### src/rtl/alu_seq_pkg.sv
// Shared opcodes and error classification for the ALU command sequencer.
// The sequencer and its FIFOs import this package.
package alu_seq_pkg;

  localparam int DW_DEF  = 4;
  localparam int OPW_DEF = 3;

  localparam logic [2:0] OP_ADD = 3'b000;
  localparam logic [2:0] OP_SUB = 3'b001;
  localparam logic [2:0] OP_MUL = 3'b010;
  localparam logic [2:0] OP_DIV = 3'b011;
  localparam logic [2:0] OP_AND = 3'b100;
  localparam logic [2:0] OP_OR  = 3'b101;
  localparam logic [2:0] OP_NOP = 3'b111;

  // Divide by zero or any 11x opcode yields a flagged, zeroed response
  function automatic logic is_err(
    input logic [2:0] op,
    input logic       b_zero
  );
    return ((op == OP_DIV) && b_zero) || (op[2:1] == 2'b11);
  endfunction

endpackage

### src/rtl/alu_seq_fifo.sv
// Count-based synchronous FIFO; push while full is accepted only
// when a pop happens in the same cycle.
module alu_seq_fifo
  import alu_seq_pkg::*;
#(
  parameter int WIDTH = 8,
  parameter int DEPTH = 4
) (
  input  logic                       clk,
  input  logic                       rst,
  input  logic                       push,
  input  logic [WIDTH-1:0]           wdata,
  input  logic                       pop,
  output logic [WIDTH-1:0]           rdata,
  output logic                       full,
  output logic                       empty,
  output logic [$clog2(DEPTH):0]     count
);

  localparam int AW = $clog2(DEPTH);
  localparam logic [AW:0] FULL_CNT = DEPTH[AW:0];

  logic [WIDTH-1:0] mem [DEPTH];
  logic [AW-1:0]    wr_ptr;
  logic [AW-1:0]    rd_ptr;
  logic             do_push;
  logic             do_pop;

  assign full    = (count == FULL_CNT);
  assign empty   = (count == '0);
  assign do_pop  = pop && !empty;
  assign do_push = push && (!full || do_pop);
  assign rdata   = mem[rd_ptr];

  always_ff @(posedge clk or posedge rst) begin
    if (rst) begin
      wr_ptr <= '0;
      rd_ptr <= '0;
      count  <= '0;
    end else begin
      if (do_push) wr_ptr <= wr_ptr + 1'b1;
      if (do_pop)  rd_ptr <= rd_ptr + 1'b1;
      count <= count + {{AW{1'b0}}, do_push}
                     - {{AW{1'b0}}, do_pop};
    end
  end

  always_ff @(posedge clk) begin
    if (do_push) mem[wr_ptr] <= wdata;
  end

endmodule

### src/rtl/alu_cmd_sequencer.sv
// Feeds a registered ALU from a command queue, tracks its latency and
// returns flagged results in order, never over-committing response slots.
module alu_cmd_sequencer
  import alu_seq_pkg::*;
#(
  parameter int CMD_DEPTH = 4,
  parameter int RSP_DEPTH = 4,
  parameter int DW        = DW_DEF,
  parameter int OPW       = OPW_DEF
) (
  input  logic            clk,
  input  logic            rst,
  input  logic            cmd_valid,
  output logic            cmd_ready,
  input  logic [DW-1:0]   cmd_a,
  input  logic [DW-1:0]   cmd_b,
  input  logic [OPW-1:0]  cmd_op,
  output logic [DW-1:0]   alu_a,
  output logic [DW-1:0]   alu_b,
  output logic [OPW-1:0]  alu_op,
  input  logic [2*DW-1:0] alu_result,
  output logic            rsp_valid,
  input  logic            rsp_ready,
  output logic [2*DW-1:0] rsp_result,
  output logic            rsp_err,
  output logic            busy
);

  localparam int CW  = 2*DW + OPW;
  localparam int RW  = 2*DW + 1;
  localparam int CAW = $clog2(CMD_DEPTH);
  localparam int RAW = $clog2(RSP_DEPTH);
  localparam logic [RAW+1:0] RSP_LIM = RSP_DEPTH[RAW+1:0];
  localparam logic [OPW-1:0] NOP = OPW'(OP_NOP);

  logic [CW-1:0]    cmd_wdata;
  logic [CW-1:0]    cmd_rdata;
  logic             cmd_push;
  logic             cmd_full;
  logic             cmd_empty;
  logic [CAW:0]     cmd_count;
  logic [DW-1:0]    head_a;
  logic [DW-1:0]    head_b;
  logic [OPW-1:0]   head_op;

  logic [RW-1:0]    rsp_wdata;
  logic [RW-1:0]    rsp_rdata;
  logic             rsp_pop;
  logic             rsp_full;
  logic             rsp_empty;
  logic [RAW:0]     rsp_count;

  logic             s1_v;
  logic             s1_err;
  logic             s2_v;
  logic             s2_err;
  logic [RAW+1:0]   used;
  logic             credit_ok;
  logic             issue;
  logic             issue_err;

  assign cmd_ready = !cmd_full;
  assign cmd_push  = cmd_valid && cmd_ready;
  assign cmd_wdata = {cmd_a, cmd_b, cmd_op};
  assign {head_a, head_b, head_op} = cmd_rdata;

  alu_seq_fifo #(
    .WIDTH (CW),
    .DEPTH (CMD_DEPTH)
  ) u_cmd_fifo (
    .clk   (clk),
    .rst   (rst),
    .push  (cmd_push),
    .wdata (cmd_wdata),
    .pop   (issue),
    .rdata (cmd_rdata),
    .full  (cmd_full),
    .empty (cmd_empty),
    .count (cmd_count)
  );

  // Slots already spoken for: stored results plus both pipeline stages
  assign used = (RAW+2)'(rsp_count)
              + (RAW+2)'(s1_v)
              + (RAW+2)'(s2_v);
  assign credit_ok = (used < RSP_LIM) && !rsp_full;
  assign issue     = !cmd_empty && credit_ok;
  assign issue_err = is_err(3'(head_op), head_b == '0);

  always_ff @(posedge clk or posedge rst) begin
    if (rst) begin
      alu_a  <= '0;
      alu_b  <= '0;
      alu_op <= NOP;
      s1_v   <= 1'b0;
      s1_err <= 1'b0;
      s2_v   <= 1'b0;
      s2_err <= 1'b0;
    end else begin
      s1_v   <= issue;
      s2_v   <= s1_v;
      s2_err <= s1_err;
      if (issue) begin
        alu_a  <= head_a;
        alu_b  <= head_b;
        alu_op <= head_op;
        s1_err <= issue_err;
      end else begin
        alu_op <= NOP;
        s1_err <= 1'b0;
      end
    end
  end

  assign rsp_wdata = {s2_err ? '0 : alu_result, s2_err};
  assign rsp_pop   = rsp_valid && rsp_ready;

  alu_seq_fifo #(
    .WIDTH (RW),
    .DEPTH (RSP_DEPTH)
  ) u_rsp_fifo (
    .clk   (clk),
    .rst   (rst),
    .push  (s2_v),
    .wdata (rsp_wdata),
    .pop   (rsp_pop),
    .rdata (rsp_rdata),
    .full  (rsp_full),
    .empty (rsp_empty),
    .count (rsp_count)
  );

  // Storage is not reset, so present zeros whenever nothing is valid
  assign rsp_valid  = !rsp_empty;
  assign rsp_result = rsp_valid ? rsp_rdata[RW-1:1] : '0;
  assign rsp_err    = rsp_valid && rsp_rdata[0];

  assign busy = (cmd_count != '0) || s1_v || s2_v || rsp_valid;

endmodule

### config.mk
export PLATFORM = sky130hd
export DESIGN_NAME = alu_cmd_sequencer
export DESIGN_NICKNAME = d
export VERILOG_FILES = /design/src/rtl/alu_seq_pkg.sv /design/src/rtl/alu_seq_fifo.sv /design/src/rtl/alu_cmd_sequencer.sv
export SDC_FILE = /design/constraint.sdc
export NUM_CORES = 1
export LEC_CHECK = 0
export ABC_CLOCK_PERIOD_IN_PS = 6600
export CAP_MARGIN = 20
export CORE_MARGIN = 1
export CORE_UTILIZATION = 50
export DETAILED_ROUTE_END_ITERATION = 16
export HOLD_SLACK_MARGIN = 0.02
export PLACE_DENSITY = 0.72
export SYNTH_ARGS = -nofsm -noshare
export SYNTH_HDL_FRONTEND = slang
export SYNTH_HIERARCHICAL = 1
export SYNTH_SLANG_ARGS = --single-unit
### constraint.sdc
create_clock -name clk -period 6.6 [get_ports clk]
set_clock_uncertainty 0.1 [all_clocks]
set_input_delay 1.65 -clock clk [delete_from_list [all_inputs] [get_ports clk]]
set_output_delay 1.65 -clock clk [all_outputs]
set_load 0.03 [all_outputs]
==> results of run 1 <==
layer usage:
layer	GRT usage [%]	part of all wire (%)	routed length, um	vias to the layer above
li1	-	-	-	972
met1	21.3	45	2980	1056
met2	26.6	51	3400	38
met3	2.82	2.9	192	6
met4	5.88	1.0	68	0
met5	0	0	0	-
Yosys cell counts, types with 3 or more instances:
library cell and n:
xnor2_1 8, dfrtp_1 26, mux2_1 5, dfstp_2 3, mux2_2 3, inv_1 15
ha_1 11, nand2b_1 4, mux4_2 20, and2_1 8, nor2b_1 19, edfxtp_1 80
worst max-delay path, cell delays in order, from the launching register on:
cell,delay (ns)
dfrtp_1,0.75
mux4_2,0.57
nor2b_1,0.14
clkdlybuf4s50_1,0.59
flip-flops by register name, indices dropped and copies added, names as in the netlist:
signal	count
s2_err	1
s1_v	1
u_cmd_fifo/wr_ptr	2
s1_err	1
alu_b	4
s2_v	1
alu_a	4
u_cmd_fifo/mem	44
alu_op	3
u_rsp_fifo/mem	36
u_rsp_fifo/rd_ptr	2
u_cmd_fifo/count	3
u_rsp_fifo/count	3
u_cmd_fifo/rd_ptr	2
u_rsp_fifo/wr_ptr	2
layout by cell type (no fill, tap or decap), drive strengths merged, types with 3 or more instances in the layout:
master	count
edfxtp	80
clkdlybuf4s50	45
dfrtp	26
mux4	20
nor2b	19
inv	18
ha	11
clkbuf	11
mux2	10
xnor2	8
and2	8
nand2b	4
dfstp	3
final cells by class:
cell class	instances	area, um2
Inverter	15	56.3
Multi-Input combinational cell	104	1230
Tap cell	108	135
Fill cell	653	3460
Timing Repair Buffer	46	458
Sequential cell	109	3130
Clock buffer	11	141
Clock inverter	5	66.3
cells by family (layout without fill, tap and decap cells):
group,after synthesis,count (layout),share of synthesized area (%)
buf+inv,21,77,2.24
xor+xnor,10,10,1.96
flops,109,109,70.2
compound gates,9,9,2.52
fa+ha+maj,13,13,3.98
simple gates,42,42,6.31
mux,30,30,12.8
report_power, final:
part | switching [mW] | internal [mW] | total, mW
Combinational | 0.476 | 0.490 | 0.966
Clock | 0.218 | 0.192 | 0.410
Sequential | 0.173 | 0.968 | 1.14
Total | 0.868 | 1.65 | 2.52
worst paths after layout:
path | endpoint | slack [ns] | cells after the start
max in group asynchronous | alu_b[2]$_DFFE_PP0P_ | 4.37 | 2
worst max-delay path | rsp_result[0] | 2.46 | 3
worst min register to register | s2_err$_DFF_PP0_ | 0.26 | 0
worst max register to register | u_cmd_fifo/count[2]$_DFF_PP0_ | 3.09 | 9
worst min-delay path | s2_err$_DFF_PP0_ | 0.26 | 0
min in group asynchronous | u_rsp_fifo/wr_ptr[0]$_DFFE_PP0P_ | 1.49 | 2
through the flow:
step           cells  power [mW]  hold slack, ns
2_1_floorplan    234        1.84           0.231
3_3_place_gp     382        2.11           0.236
3_5_place_dp     382        2.15           0.252
4_1_cts          398        2.55           0.266
5_1_grt          398        2.68           0.271
6_report         398        2.52           0.264
==> metrics.md, run 1 <==
| Metric | Value |
|---|---|
| Status | complete, no violations |
| Placed inst area | around 5000 um2 |
| Net count, final | ~320 |
| Max Cap Viol | 0 |
| CTS root buf | clkbuf_8 |
| Post CTS Setup Buffer Count | 0 |
| RSZ-0062 raised after global routing | no |
| Largest net degree at the start of global routing | 20 |
| Worst-path maximum fanout | 11 |
| Power per cell area | 482 nW/um2 |
| Seq/Total Area, Yosys | 70.2% |
| DIE AREA | around 9300 um2 |
| Class of the most critical setup path | flip-flop to output pin |
| DRT iter0 DRCs | 83 |
| DRT Pass-1 Iters | 4 |
| Worst Setup SP | u_rsp_fifo/rd_ptr[0]$_DFFE_PP0N_ |
| Area Growth Syn to Fin | 17.0% |
| Row cnt | 34 |
| Routed WL | roughly 6600 um |
| Crit. End Element | output pin |
| Setup_tns | 0 ns |
| Initial antenna violation count | 0 |
| Final hold viol count | 0 |
| Post-Layout Inst Area | between 5000 and 6000 um2 |
| Achievable Freq | between 200 and 250 MHz |
| Initial Utilization | roughly half |
| Worst EP required | 4.85 ns |
| H-tree Lvls | 3 |
| Synth Flop Type | edfxtp_1 |
| Height of the die | 96.5 um |
| Share of layout cells above drive strength 1 | between 10% and 20% |
| Final core occ | ~60% |
| Hold wc startpoint | s1_err$_DFF_PP0_ |
| Post-synthesis register bit count | approximately 110 |
| Worst vdd ir | around 0.18 mV |
| Dpl ws | between 2 and 3 ns |
| Rel. slew slack | a little under a third |
| Max Slew Vio Count | 0 |
| Post-DR wirelength/cell | around 17 um |
| Vias in the first global route | between 2k and 2.5k |
| EDFF count, synth | 80 |
| Leak pwr | 1.89 nW |
| Routability cong. | 0.707 |
| Critical Path AT | around 2.4 ns |
| Synth cell types | 32 |
| Worst Hold Class | flip-flop to flip-flop |
| Chip width | 96.5 um |
| Crit share post-route | 62.8% |
| Ys async rst share | a little over a quarter |
| DR vias/cell | roughly 5.2 |
| Clock Tree Buf Depth | 2 |
| DRT antenna net count | 0 |
| N_diodes | 0 |
| Worst Tran Pin Value | around 1.0 ns |
| Total GRT Usage | between 15 and 20% |
| Reg-to-reg startpoint | u_rsp_fifo/count[0]$_DFF_PP0_ |
| Grt ovf | 0 |
| Gate Count Post-Synth | 234 |
| CTS tree | done |
| Syn Area/Cell | ~19 um2 |
| Largest area contributor in the netlist | edfxtp_1 |
| Largest cells by area after synthesis | edfxtp_1, dfrtp_1, mux4_2 |
| Total CTS buffers | 9 |
| # setup viols final | 0 |
| Top cell type's share of synthesized area | ~54% |
| Clk slew on worst S/H paths | 0.10 ns |
| Clock Latency Late Sink | approximately 0.35 ns |
| DR vias | approximately 2.1k |
| Yosys warns | 6 |
| Minimum clock period | 4.14 ns |
| Port-buffer cells | 45 |
| Global-route wire length before repair | between 10000 and 15000 um |
| Hold buffers post-CTS | 0 |
| Netlist Area Pre-Place | roughly 4500 um2 |
| Num ports | 46 |
| Clock sinks | around 110 |
| Placeable Area | 8680 um2 |
| DP Wirelength | 4630 um |
| Cts repair resizes | 0 |
| Syn nets | 270 |
| DRC errors left | 0 |
| Final WS setup | around 2.5 ns |
| Critical Path Start Type | flip-flop |
Note: power is estimated with default switching activity, not from simulation.
==> run 2: changes to the inputs <==
ABC_CLOCK_PERIOD_IN_PS = 3500   (was 6600)
PLACE_DENSITY = 0.74   (was 0.72)
clock period = 3.5 ns   (was 6.6 ns; I/O delays follow)
==> run 2 against run 1 <==
Against the previous run: clock power grew 71%; critical path depth is the same; critical path type unchanged; via count grew 0.97%; highest routed layer unchanged; largest cell class unchanged; design area grew 0.50%; combinational power grew 98%; sequential power grew 87%; die area is the same; sequential share of layout area shrank 0.30 points; flip-flop and latch count is the same; critical endpoint is now busy; routed wire length grew 1.9%; first-iteration DRC count shrank 52%.
==> metrics.md, run 2 (same netlist as run 1, synthesis figures left out) <==
| Metric | Value |
|---|---|
| Power per cell area | 903 nW/um2 |
| Global-route wire length before repair | about 11000 um |
| DR vias | approximately 2.1k |
| Post CTS Setup Buffer Count | 0 |
| Num ports | 46 |
| Worst-path maximum fanout | 5 |
| Routability cong. | 0.674 |
| Vias in the first global route | approximately 2.2k |
| CTS tree | done |
| Cell family with most CP delay | simple AND/OR/NAND/NOR gates |
| Net count, final | roughly 330 |
| Share of layout cells above drive strength 1 | about a fifth |
| Biggest regs | u_cmd_fifo/mem x44, u_rsp_fifo/mem x36 |
| DRT iter0 DRCs | 40 |
| Crit. End Element | output pin |
| Global-route met3 utilization | roughly 3.3% |
| Post-DR wirelength/cell | 16.7 um |
| Row cnt | 34 |
| Largest net degree at the start of global routing | 17 |
| GRT met2 Usage | between 20 and 30% |
| N_diodes | 0 |
| H-tree Lvls | 3 |
| Achievable Freq | roughly 310 MHz |
| Initial antenna violation count | 0 |
| Clk slew on worst S/H paths | 0.09 ns |
| Worst Tran Pin Value | roughly 0.76 ns |
| Global-route met1 utilization | between 20% and 30% |
| Most frequent cells in the layout | edfxtp_1, clkdlybuf4s50_1, dfrtp_1 |
| Final hold viol count | 0 |
| DRT antenna net count | 0 |
| Status | complete, no violations |
| Routed WL | between 6000 and 7000 um |
| Max reg flops | between 40 and 50 |
| Worst vdd ir | approximately 0.38 mV |
| Crit path max-delay cell type | clkdlybuf4s50_1 |
| Total CTS buffers | 9 |
| Setup_tns | 0 ns |
| Class of the most critical setup path | flip-flop to output pin |
| Crit share post-route | between 90% and 100% |
| Area Growth Syn to Fin | 17.6% |
| Height of the die | between 90 and 100 um |
| CP Buf/Inv Count | 1 |
| Placeable Area | 8680 um2 |
| Leak pwr | 1.92 nW |
| Total GRT Usage | 16.5% |
| Minimum clock period | roughly 3.2 ns |
| Reg with most FFs | u_cmd_fifo/mem |
| Clock sinks | 109 |
| DR vias/cell | 5.17 |
| CP max stage delay | between 0.5 and 0.6 ns |
| Most common cell after layout, fill and taps aside | edfxtp_1 |
| Cts repair resizes | 0 |
| DIE AREA | approximately 9300 um2 |
| Clock Latency Late Sink | approximately 0.35 ns |
| DP Wirelength | a little under 5000 um |
| Critical Path AT | ~2.2 ns |
| RSZ-0062 raised after global routing | no |
| Max Slew Vio Count | 0 |
| Chip width | around 96 um |
| Hold buffers post-CTS | 0 |
| Worst Hold Class | flip-flop to flip-flop |
| Worst EP required | 2.52 ns |
| Clock Tree Buf Depth | 2 |
| Grt ovf | 0 |
| Initial Utilization | around half |
| Critical Path Start Type | flip-flop |
| Critical-path cell list | or4_1 -> or3_1 -> clkdlybuf4s50_1 |
| CTS root buf | clkbuf_8 |
| DRT Pass-1 Iters | 4 |
| Max Cap Viol | 0 |
| Rel. slew slack | approximately half |
| Gr busiest metal | met2 |
| DRC errors left | 0 |
| Total design power | ~4.7 mW |
| # setup viols final | 0 |
| Port-buffer cells | 45 |
## run 2: worst paths after layout
kind                                                from  cells past startpoint  slack, ns                               end
max                        u_cmd_fifo/count[1]$_DFF_PP0_                      3       0.29                              busy
min                                     s1_err$_DFF_PP0_                      0       0.27                  s2_err$_DFF_PP0_
max reg2reg                u_rsp_fifo/count[0]$_DFF_PP0_                      8       0.64     u_cmd_fifo/count[1]$_DFF_PP0_
min reg2reg                             s1_err$_DFF_PP0_                      0       0.27                  s2_err$_DFF_PP0_
max in group asynchronous                            rst                      2       2.10               alu_op[0]$_DFF_PP1_
min in group asynchronous                            rst                      2       0.71  u_rsp_fifo/wr_ptr[1]$_DFFE_PP0P_
## run 2: metrics by stage
step / hold WS (ns) / setup WS [ns] / instances / area [um2] / util, %
2_1_floorplan: 0.231 / 0.661 / 234 / 4460 / -
3_3_place_gp: 0.234 / 0.557 / 389 / 5060 / 58.3
3_5_place_dp: 0.236 / 0.477 / 389 / 5060 / 58.3
4_1_cts: 0.272 / 0.268 / 405 / 5250 / 60.4
5_1_grt: 0.280 / 0.183 / 405 / 5250 / 60.4
6_report: 0.269 / 0.288 / 405 / 5250 / 60.4
## run 2: area by class of cell
type	instances	area, um2
Clock buffer	10	128
Clock inverter	6	53.8
Fill cell	658	3430
Inverter	15	56.3
Multi-Input combinational cell	104	1230
Sequential cell	109	3130
Tap cell	108	135
Timing Repair Buffer	53	510
## run 2: layer usage
layer  up-vias  routed length (um)
met3        10                 177
met4         0                 107
met5         -                   0
met1      1058                2940
met2        35                3540
li1        989                   -
## run 2: worst reg2reg max path: stages (launching register included)
cell and delay, ns:
dfrtp_1 0.47, ha_1 0.33, a21o_1 0.18, a2111oi_4 0.44
o31ai_2 0.18, or2_1 0.28, a21bo_1 0.19, ha_1 0.16
fa_1 0.41
## run 2: power by group
group | total, mW | switching (mW) | internal (mW) | leakage (nW)
Sequential | 2.13 | 0.304 | 1.83 | 1.07
Combinational | 1.91 | 0.939 | 0.970 | 0.752
Clock | 0.700 | 0.376 | 0.324 | 0.0972
Total | 4.74 | 1.62 | 3.12 | 1.92
